**src/rtl/csr_stream_loader_if.sv**
```systemverilog
// Bus bundle between the CSR stream loader, its matrix/vector memories and
// the three channel-accumulator input FIFOs.
interface csr_stream_loader_if #(
  parameter int DATA_W = 8,
  parameter int ID_W   = 8,
  parameter int NZ_AW  = 8
);
  logic              start;
  logic [ID_W-1:0]   num_rows;
  logic              busy;
  logic              done;
  logic [ID_W-1:0]   row_ptr_addr;
  logic [NZ_AW-1:0]  row_ptr_data;
  logic [NZ_AW-1:0]  nz_addr;
  logic [ID_W-1:0]   col_idx_data;
  logic [DATA_W-1:0] mat_val_data;
  logic [ID_W-1:0]   vec_addr;
  logic [DATA_W-1:0] vec_data;
  logic [DATA_W-1:0] matrix_val_din;
  logic              matrix_val_wr_en;
  logic              matrix_val_full;
  logic [DATA_W-1:0] vec_val_din;
  logic              vec_val_wr_en;
  logic              vec_val_full;
  logic [ID_W-1:0]   row_id_din;
  logic              row_id_wr_en;
  logic              row_id_full;

  modport master (
    input  start, num_rows, row_ptr_data, col_idx_data, mat_val_data, vec_data,
           matrix_val_full, vec_val_full, row_id_full,
    output busy, done, row_ptr_addr, nz_addr, vec_addr,
           matrix_val_din, matrix_val_wr_en, vec_val_din, vec_val_wr_en,
           row_id_din, row_id_wr_en
  );

  modport slave (
    output start, num_rows, row_ptr_data, col_idx_data, mat_val_data, vec_data,
           matrix_val_full, vec_val_full, row_id_full,
    input  busy, done, row_ptr_addr, nz_addr, vec_addr,
           matrix_val_din, matrix_val_wr_en, vec_val_din, vec_val_wr_en,
           row_id_din, row_id_wr_en
  );
endinterface

```
**src/rtl/csr_stream_loader.sv**
```systemverilog
// CSR sparse-matrix walker: for every nonzero pushes one (value, vector entry,
// row id) triple into the three channel FIFOs, 4 cycles per nonzero.
module csr_stream_loader #(
  parameter int DATA_W = 8,
  parameter int ID_W   = 8,
  parameter int NZ_AW  = 8
) (
  input logic           clk,
  input logic           rst,
  csr_stream_loader_if.master bus
);

  typedef enum logic [3:0] {
    S_IDLE     = 4'd0,
    S_PTR_A    = 4'd1,
    S_PTR_B    = 4'd2,
    S_PTR_C    = 4'd3,
    S_NZ_RD    = 4'd4,
    S_NZ_CAP   = 4'd5,
    S_VEC_CAP  = 4'd6,
    S_PUSH     = 4'd7,
    S_NEXT_ROW = 4'd8,
    S_DONE     = 4'd9
  } state_t;

  localparam logic [ID_W-1:0]  ID_ZERO = ID_W'(0);
  localparam logic [ID_W-1:0]  ID_ONE  = ID_W'(1);
  localparam logic [NZ_AW-1:0] NZ_ZERO = NZ_AW'(0);
  localparam logic [NZ_AW-1:0] NZ_ONE  = NZ_AW'(1);

  state_t            state_r;
  logic [ID_W-1:0]   r_r;
  logic [ID_W-1:0]   nrows_r;
  logic [NZ_AW-1:0]  nz_idx_r;
  logic [NZ_AW-1:0]  nz_end_r;
  logic [ID_W-1:0]   row_ptr_addr_r;
  logic [NZ_AW-1:0]  nz_addr_r;
  logic [ID_W-1:0]   vec_addr_r;
  logic [DATA_W-1:0] mat_din_r;
  logic [DATA_W-1:0] vec_din_r;
  logic [ID_W-1:0]   row_din_r;
  logic              busy_r;
  logic              done_r;

  logic              any_full_s;
  logic              push_s;
  logic [ID_W-1:0]   r_inc_s;
  logic [NZ_AW-1:0]  nz_inc_s;

  // Push decode and wrap-around increments; rst masks the strobe in its own cycle.
  always_comb begin
    any_full_s = bus.matrix_val_full | bus.vec_val_full | bus.row_id_full;
    push_s     = 1'b0;
    if ((state_r == S_PUSH) && !any_full_s && !rst) begin
      push_s = 1'b1;
    end else begin
      push_s = 1'b0;
    end
    r_inc_s  = r_r + ID_ONE;
    nz_inc_s = nz_idx_r + NZ_ONE;
  end

  // Pass sequencer with registered addresses, FIFO data and status.
  always_ff @(posedge clk) begin
    if (rst) begin
      state_r        <= S_IDLE;
      r_r            <= ID_ZERO;
      nrows_r        <= ID_ZERO;
      nz_idx_r       <= NZ_ZERO;
      nz_end_r       <= NZ_ZERO;
      row_ptr_addr_r <= ID_ZERO;
      nz_addr_r      <= NZ_ZERO;
      vec_addr_r     <= ID_ZERO;
      mat_din_r      <= {DATA_W{1'b0}};
      vec_din_r      <= {DATA_W{1'b0}};
      row_din_r      <= ID_ZERO;
      busy_r         <= 1'b0;
      done_r         <= 1'b0;
    end else begin
      done_r <= 1'b0;
      case (state_r)
        S_IDLE: begin
          if (bus.start) begin
            nrows_r        <= bus.num_rows;
            r_r            <= ID_ZERO;
            row_ptr_addr_r <= ID_ZERO;
            busy_r         <= 1'b1;
            if (bus.num_rows == ID_ZERO) begin
              state_r <= S_DONE;
              done_r  <= 1'b1;
            end else begin
              state_r <= S_PTR_A;
            end
          end
        end
        S_PTR_A: begin
          row_ptr_addr_r <= r_inc_s;
          state_r        <= S_PTR_B;
        end
        S_PTR_B: begin
          nz_idx_r <= bus.row_ptr_data;
          state_r  <= S_PTR_C;
        end
        S_PTR_C: begin
          nz_end_r  <= bus.row_ptr_data;
          nz_addr_r <= nz_idx_r;
          if (nz_idx_r == bus.row_ptr_data) begin
            state_r <= S_NEXT_ROW;
          end else begin
            state_r <= S_NZ_RD;
          end
        end
        S_NZ_RD: begin
          state_r <= S_NZ_CAP;
        end
        S_NZ_CAP: begin
          mat_din_r  <= bus.mat_val_data;
          vec_addr_r <= bus.col_idx_data;
          state_r    <= S_VEC_CAP;
        end
        S_VEC_CAP: begin
          vec_din_r <= bus.vec_data;
          row_din_r <= r_r;
          state_r   <= S_PUSH;
        end
        S_PUSH: begin
          if (!any_full_s) begin
            nz_idx_r  <= nz_inc_s;
            nz_addr_r <= nz_inc_s;
            if (nz_inc_s == nz_end_r) begin
              state_r <= S_NEXT_ROW;
            end else begin
              state_r <= S_NZ_RD;
            end
          end
        end
        S_NEXT_ROW: begin
          r_r            <= r_inc_s;
          row_ptr_addr_r <= r_inc_s;
          if (r_inc_s == nrows_r) begin
            state_r <= S_DONE;
            done_r  <= 1'b1;
          end else begin
            state_r <= S_PTR_A;
          end
        end
        S_DONE: begin
          busy_r  <= 1'b0;
          state_r <= S_IDLE;
        end
        default: begin
          busy_r  <= 1'b0;
          state_r <= S_IDLE;
        end
      endcase
    end
  end

  // The vector read must be issued while col_idx_data is on the bus to keep 4 cycles per nonzero.
  assign bus.vec_addr         = (state_r == S_NZ_CAP) ? bus.col_idx_data : vec_addr_r;
  assign bus.row_ptr_addr     = row_ptr_addr_r;
  assign bus.nz_addr          = nz_addr_r;
  assign bus.matrix_val_din   = mat_din_r;
  assign bus.vec_val_din      = vec_din_r;
  assign bus.row_id_din       = row_din_r;
  assign bus.matrix_val_wr_en = push_s;
  assign bus.vec_val_wr_en    = push_s;
  assign bus.row_id_wr_en     = push_s;
  assign bus.busy             = busy_r;
  assign bus.done             = done_r;

endmodule

```
**src/flat_wrapper.sv**
```systemverilog
// flat-port wrapper written by rule: the top's interface ports become plain ports
module csr_stream_loader_flat 
#(
  parameter int DATA_W = 8,
  parameter int ID_W   = 8,
  parameter int NZ_AW  = 8
)
  (clk, rst, bus_start, bus_num_rows, bus_row_ptr_data, bus_col_idx_data, bus_mat_val_data, bus_vec_data, bus_matrix_val_full, bus_vec_val_full, bus_row_id_full, bus_busy, bus_done, bus_row_ptr_addr, bus_nz_addr, bus_vec_addr, bus_matrix_val_din, bus_matrix_val_wr_en, bus_vec_val_din, bus_vec_val_wr_en, bus_row_id_din, bus_row_id_wr_en);
  csr_stream_loader_if #(.DATA_W(DATA_W), .ID_W(ID_W), .NZ_AW(NZ_AW)) bus_i ();
  input logic clk;
  input logic rst;
  input wire logic [$bits(bus_i.start)-1:0] bus_start;
  input wire logic [$bits(bus_i.num_rows)-1:0] bus_num_rows;
  input wire logic [$bits(bus_i.row_ptr_data)-1:0] bus_row_ptr_data;
  input wire logic [$bits(bus_i.col_idx_data)-1:0] bus_col_idx_data;
  input wire logic [$bits(bus_i.mat_val_data)-1:0] bus_mat_val_data;
  input wire logic [$bits(bus_i.vec_data)-1:0] bus_vec_data;
  input wire logic [$bits(bus_i.matrix_val_full)-1:0] bus_matrix_val_full;
  input wire logic [$bits(bus_i.vec_val_full)-1:0] bus_vec_val_full;
  input wire logic [$bits(bus_i.row_id_full)-1:0] bus_row_id_full;
  output wire logic [$bits(bus_i.busy)-1:0] bus_busy;
  output wire logic [$bits(bus_i.done)-1:0] bus_done;
  output wire logic [$bits(bus_i.row_ptr_addr)-1:0] bus_row_ptr_addr;
  output wire logic [$bits(bus_i.nz_addr)-1:0] bus_nz_addr;
  output wire logic [$bits(bus_i.vec_addr)-1:0] bus_vec_addr;
  output wire logic [$bits(bus_i.matrix_val_din)-1:0] bus_matrix_val_din;
  output wire logic [$bits(bus_i.matrix_val_wr_en)-1:0] bus_matrix_val_wr_en;
  output wire logic [$bits(bus_i.vec_val_din)-1:0] bus_vec_val_din;
  output wire logic [$bits(bus_i.vec_val_wr_en)-1:0] bus_vec_val_wr_en;
  output wire logic [$bits(bus_i.row_id_din)-1:0] bus_row_id_din;
  output wire logic [$bits(bus_i.row_id_wr_en)-1:0] bus_row_id_wr_en;
  assign bus_i.start = bus_start;
  assign bus_i.num_rows = bus_num_rows;
  assign bus_i.row_ptr_data = bus_row_ptr_data;
  assign bus_i.col_idx_data = bus_col_idx_data;
  assign bus_i.mat_val_data = bus_mat_val_data;
  assign bus_i.vec_data = bus_vec_data;
  assign bus_i.matrix_val_full = bus_matrix_val_full;
  assign bus_i.vec_val_full = bus_vec_val_full;
  assign bus_i.row_id_full = bus_row_id_full;
  assign bus_busy = bus_i.busy;
  assign bus_done = bus_i.done;
  assign bus_row_ptr_addr = bus_i.row_ptr_addr;
  assign bus_nz_addr = bus_i.nz_addr;
  assign bus_vec_addr = bus_i.vec_addr;
  assign bus_matrix_val_din = bus_i.matrix_val_din;
  assign bus_matrix_val_wr_en = bus_i.matrix_val_wr_en;
  assign bus_vec_val_din = bus_i.vec_val_din;
  assign bus_vec_val_wr_en = bus_i.vec_val_wr_en;
  assign bus_row_id_din = bus_i.row_id_din;
  assign bus_row_id_wr_en = bus_i.row_id_wr_en;
  csr_stream_loader #(.DATA_W(DATA_W), .ID_W(ID_W), .NZ_AW(NZ_AW)) u_core (.clk(clk), .rst(rst), .bus(bus_i));
endmodule
```
**config.mk**
```make
export PLATFORM = sky130hd
export DESIGN_NAME = csr_stream_loader_flat
export DESIGN_NICKNAME = d
export VERILOG_FILES = /design/src/rtl/csr_stream_loader_if.sv /design/src/rtl/csr_stream_loader.sv /design/src/flat_wrapper.sv
export SDC_FILE = /design/constraint.sdc
export NUM_CORES = 1
export LEC_CHECK = 0
export ABC_AREA = 0
export CORE_ASPECT_RATIO = 1.5
export CORE_MARGIN = 2
export CORE_UTILIZATION = 35
export CTS_CLUSTER_SIZE = 10
export DETAILED_ROUTE_END_ITERATION = 12
export GPL_TIMING_DRIVEN = 0
export PLACE_DENSITY_LB_ADDON = 0.2
export SETUP_SLACK_MARGIN = 0.4
export SLEW_MARGIN = 20
export SYNTH_ARGS = -nofsm -noshare
export SYNTH_HDL_FRONTEND = slang
export SYNTH_SLANG_ARGS = --single-unit
```
**constraint.sdc**
```tcl
create_clock -name clk -period 1.91 [get_ports clk]
set_input_delay 0.2865 -clock clk [delete_from_list [all_inputs] [get_ports clk]]
set_output_delay 0.2865 -clock clk [all_outputs]
set_load 0.02 [all_outputs]
```
# Word level (Yosys, flattened, before mapping)
# Cells that the tools add are included.
# Widths: inputs -> output; s select.
[classes]
muxes = 21
eq_ne = 13
add_sub_neg = 2
n_bitwise = 3
reduce_logical = 19
[op_table]
columns = ["operator", "n"]
rows = [
  ["$pmux 8 s2", 4],
  ["$pmux 4 s9", 1],
  ["$eq 8x8->1", 3],
  ["$mux 4", 6],
  ["$mux 8", 3],
  ["$add 8x1->8 const B", 2],
  ["$eq 4x3->1 const B", 4],
  ["$reduce_and 2->1", 7],
  ["$eq 4x2->1 const B", 2],
  ["$logic_not 8->1", 1],
  ["$reduce_bool 2->1", 4],
  ["$reduce_or 8->1", 1],
  ["$mux 1", 5],
  ["$eq 4x1->1 const B", 1],
  ["$eq 4x4->1 const B", 1],
  ["$logic_not 4->1", 1],
  ["$ne 2x2->1 const B", 2],
  ["$pmux 1 s2", 2],
  ["$logic_and 1x1->1", 2],
  ["$logic_not 1->1", 2],
  ["$or 1x1->1", 2],
  ["$reduce_or 2->1", 1],
  ["$not 1->1", 1],
]
[totals]
register_bits = 86
out_inout_bits = 53
wordCells = 71

# Longest topological paths before layout
[depth]
ltp_word = 6
ltp_mapped = 8
ltp_nobuf = 7

# Least setup slack after synthesis
# Ideal clock, no wire load.
[synth_path]
path_kind = "register to output"
start = "reg u_core.state_r[1]"
end = "out bus_row_id_wr_en"
path_buffers = 3
path_slack_ns = -0.319
required_time_ns = 1.623
stages_incl_launch_ff = 7
arrival_time_ns = 1.943
path_cell_list = "dfxtp_1 nor2b_1 clkbuf_1 nand3_1 clkbuf_1 nor3_1 buf_4"
[synth_between]
elab_chain_cells = 4
[synth_rtl]
columns = ["element", "line_no", "text"]
rows = [
  ["start: declaration", "csr_stream_loader.sv:31", "state_t state_r;"],
  ["start signal: assignment", "csr_stream_loader.sv:66", "state_r <= S_IDLE;"],
  ["start signal: assignment", "csr_stream_loader.sv:89", "state_r <= S_DONE;"],
  ["start signal: assignment", "csr_stream_loader.sv:92", "state_r <= S_PTR_A;"],
  ["$eq 4x3->1", "csr_stream_loader.sv:54", "if ((state_r == S_PUSH) && !any_full_s && !rst) begin"],
  ["$logic_and 1x1->1 (2 in a row)", "csr_stream_loader.sv:54", ""],
  ["$mux 1", "csr_stream_loader.sv:54", ""],
  ["end: declaration", "flat_wrapper.sv:31", "output wire logic [$bits(bus_i.row_id_wr_en)-1:0] bus_row_id_wr_en;"],
]
# Every way passes these cells.

# Worst setup path in the final report
[layout_path]
start = "reg u_core.state_r[0]"
end = "out bus_vec_addr[5]"
[layout_between]
elab_chain_cells = 2
[layout_rtl]
columns = ["element", "line_no", "text"]
rows = [
  ["$eq 4x3->1", "csr_stream_loader.sv:160", "assign bus.vec_addr = (state_r == S_NZ_CAP) ? bus.col_idx_data : vec_addr_r;"],
  ["$mux 8", "csr_stream_loader.sv:160", ""],
  ["end: declaration", "flat_wrapper.sv:25", "output wire logic [$bits(bus_i.vec_addr)-1:0] bus_vec_addr;"],
]
# Every way passes these cells.

==> impl_metrics.yaml <==
outcome:
  status: "complete, but fails checks"
  failed_checks: "negative setup slack"
clock_network:
  clkSinkCount: 86
  cts_tree: "done"
  clk-insertion-delay-late_ns: 0.35
  htreeDepth: 3
  cts-root-buf: "clkbuf_16"
  clk_pin_slew_ns: 0.06
  cts_buffer_depth: 2
  numCtsBuffers: 9
placed_design:
  place_congestion: 0.902
  dp_hpwl_microns: 9540
  io_buffers: 98
  post-place-ws_ns: -0.618
  placed_area_sq_mm: 0.00571
timing:
  setup_slack_ns: -0.255
  timing.final.crit_period_ns: 2.17
  maxSlewHeadroom: 0.430
  timing.final.crit_share: 1.13
  clock.fmax_mhz: 462
  worst_pin_slew_ns: 0.855
  final_hold_viol_count: 0
  rsz0062_at_grt: "yes"
  slew_viol_final: 0
  setup_viol: 13
  finClkSkew_ns: 0.00640
run:
  drv_cap: 0
die:
  num_rows: 48
  io_pins: 99
  start_util: 0.361
  core_sq_mm: 0.0116
  die_h_microns: 138
  die_area_sq_mm: 0.0129
  die_width_microns: 93.2
global_routing:
  grt_pass1_wl_microns: 23000
  track_usage: 0.231
  first_global_vias: 4794
  grt_max_degree: 15
  grt_antenna_before_repair: 0
  grt_overflow: 0
worst_setup_path:
  setup.worst_path.start_class: "flop"
  critPathTopFamily: "buffers and inverters"
  startpoint: "u_core.state_r[0]$_SDFFE_PP0P_"
  timing.rr.start: "u_core.state_r[0]$_SDFFE_PP0P_"
  r2r.worst_path.cells: 9
  cp_max_fo: 7
  critical_path.max_stage_delay_ns: 0.33
  cp.arrival_ns: 1.88
  slowest_stage: "dfxtp_2"
  cp.required_ns: 1.62
  end_kind: "primary output"
  cp.depth: 9
  critical_path_class: "flop to primary output"
  critPathMostFrequentCell: "nand2_4"
  crit_buf_inv: 5
  path_cells: "buf_6, buf_4, nand2_4, or3_4, buf_8, clkbuf_16, nand2_4, nand2_4, buf_6"
  r2r_setup_slack_ns: -0.19
finish:
  mostFrequentLayoutCell: "dfxtp_1"
  layout.nets: 774
  multi_input_area_sq_mm: 0.00321
  seqCellArea_sq_mm: 0.00174
  area_growth_pct: 82.3
  final_cell_mix: "dfxtp_1, nand2_1, buf_6"
  drive_gt1_frac: 0.438
  filler_cell_count: 883
  fin_area_sq_mm: 0.00762
  diodes: 0
yosys:
  synth-simple-area-share: 0.264
  synth_xor_xnor_area_share: 0.0790
  synth_area_sq_mm: 0.00418
  ys_warn_count: 0
  yosysSeqAreaShare: 0.412
  syn_nets: 595
  synth-edff-count: 0
  synth_compound_area_frac: 0.188
  synth_ff_type: "dfxtp_1"
  synth_top_family_by_area: "simple AND/OR/NAND/NOR gates"
  post_synth_fa_ha_maj_area_fraction: 0.00599
  avgSynthCellArea_sq_um: 7.64
  postSynth.asyncResetShare: 0
  synthMuxAreaShare: 0
  synth_cell_types: 50
  synthCells: 547
  synth-seq-cells: 86
min_path:
  worstHoldStart: "u_core.bus.row_id_din[5]$_SDFFE_PP0P_"
  hold_path_class: "flop to flop"
  hold_depth: 2
route:
  ant_nets: 0
  drc: 0
  via_per_inst: 5.39
  first_pass_iters: 5
  finalWirelength_microns: 16000
  wl_per_cell_microns: 18.2
  dr_total_vias: 4743
  drtIter0Drc: 169
pwr:
  power_density_mw_per_mm2: 613
  peakVddDrop_v: 0.000482
  p_leak_nw: 3.07
[logic make-up after synthesis]
kind of cell,after synthesis
AND/OR/NAND/NOR,246
AO/OA/AOI/OAI,132
flip-flops,86
buffers and inverters,50
XOR/XNOR,31
adder cells (fa/ha/maj),2
[routing by layer]
layer | wire [microns] | track usage | vias to the layer above
met1 | 5640 | 0.227 | 2279
li1 | - | - | 2234
met5 | 0 | 0 | -
met3 | 771 | 0.0489 | 55
met4 | 712 | 0.139 | 0
met2 | 8880 | 0.435 | 175
[stage by stage]
stage                     hold WS, ns  cells   util  TNS [ns]  total power, mW
final                           0.454    880  0.658     -1.90             4.67
after global routing            0.478    880  0.658     -2.61             4.81
after CTS                       0.449    857  0.605     -1.12             4.52
after detailed placement        0.447    795  0.492    -15.71             2.48
after global placement          0.441    795  0.492    -12.57             2.47
after floorplan                 0.422    547      -         0             2.25
[flip-flops by register name, indices dropped and copies added, names as in the netlist]
name	cells
u_core.bus.matrix_val_din	8
u_core.bus.nz_addr	8
u_core.bus.row_id_din	8
u_core.bus.row_ptr_addr	8
u_core.bus.vec_val_din	8
u_core.nrows_r	8
u_core.nz_end_r	8
u_core.nz_idx_r	8
u_core.r_r	8
u_core.vec_addr_r	8
u_core.state_r	4
u_core.bus.busy	1
u_core.bus.done	1
[cells in the mapped netlist (4+ instances only)]
cell type,n,area share
inv_1,6,0.0054
nand2b_1,4,0.0060
nor4_1,5,0.0075
o21ai_0,13,0.016
or3_1,8,0.012
a211oi_1,6,0.011
nor3_1,9,0.011
xnor2_1,19,0.040
buf_2,8,0.0096
nand4_1,4,0.0060
nor2_1,45,0.040
o21a_1,5,0.0090
a21oi_1,72,0.086
xor2_1,8,0.017
nand3_1,10,0.012
dfxtp_1,86,0.41
nand3b_1,4,0.0072
o211ai_1,4,0.0072
a31oi_1,5,0.0075
clkbuf_1,33,0.030
a311oi_1,6,0.013
nand2_1,139,0.12
a22oi_1,8,0.014
[final timing paths]
kind / end
max: bus_vec_addr[5]
min reg2reg: u_core.bus.row_id_din[5]$_SDFFE_PP0P_
max reg2reg: u_core.state_r[3]$_SDFFE_PP0P_
min: u_core.bus.row_id_din[5]$_SDFFE_PP0P_
[timing repair]
| item | in CTS | in global routing |
|---|---|---|
| setup buffers | 42 | 23 |
| pin swaps | 74 | 62 |
| hold buffers | 0 | 0 |
| resized for setup | 296 | 115 |
| cloned | 5 | 0 |
| setup endpoints to repair | 137 | 92 |
[worst reg2reg max path: stages, from the launching register on]
cell and delay, ns:
dfxtp_2 0.32, buf_6 0.12, buf_6 0.11, or4b_4 0.56, nor4_4 0.16, o2111ai_1 0.13, and4b_1 0.31, buf_4 0.13
a21o_1 0.09, a21o_1 0.10
[cell type report]
type	count	share of cell area
sequential	86	0.228
buffer	44	0.0619
tap	150	0.0246
clock buffer	11	0.0318
timing repair buffer	168	0.220
multi-input combinational	411	0.421
clock inverter	4	0.00952
inverter	6	0.00295
[where the power goes]
group	switching (mW)	internal, mW
clock network	0.705	1.17
logic	0.461	0.456
registers	0.0393	1.84
No activity file was read; power rests on OpenSTA's default activity.
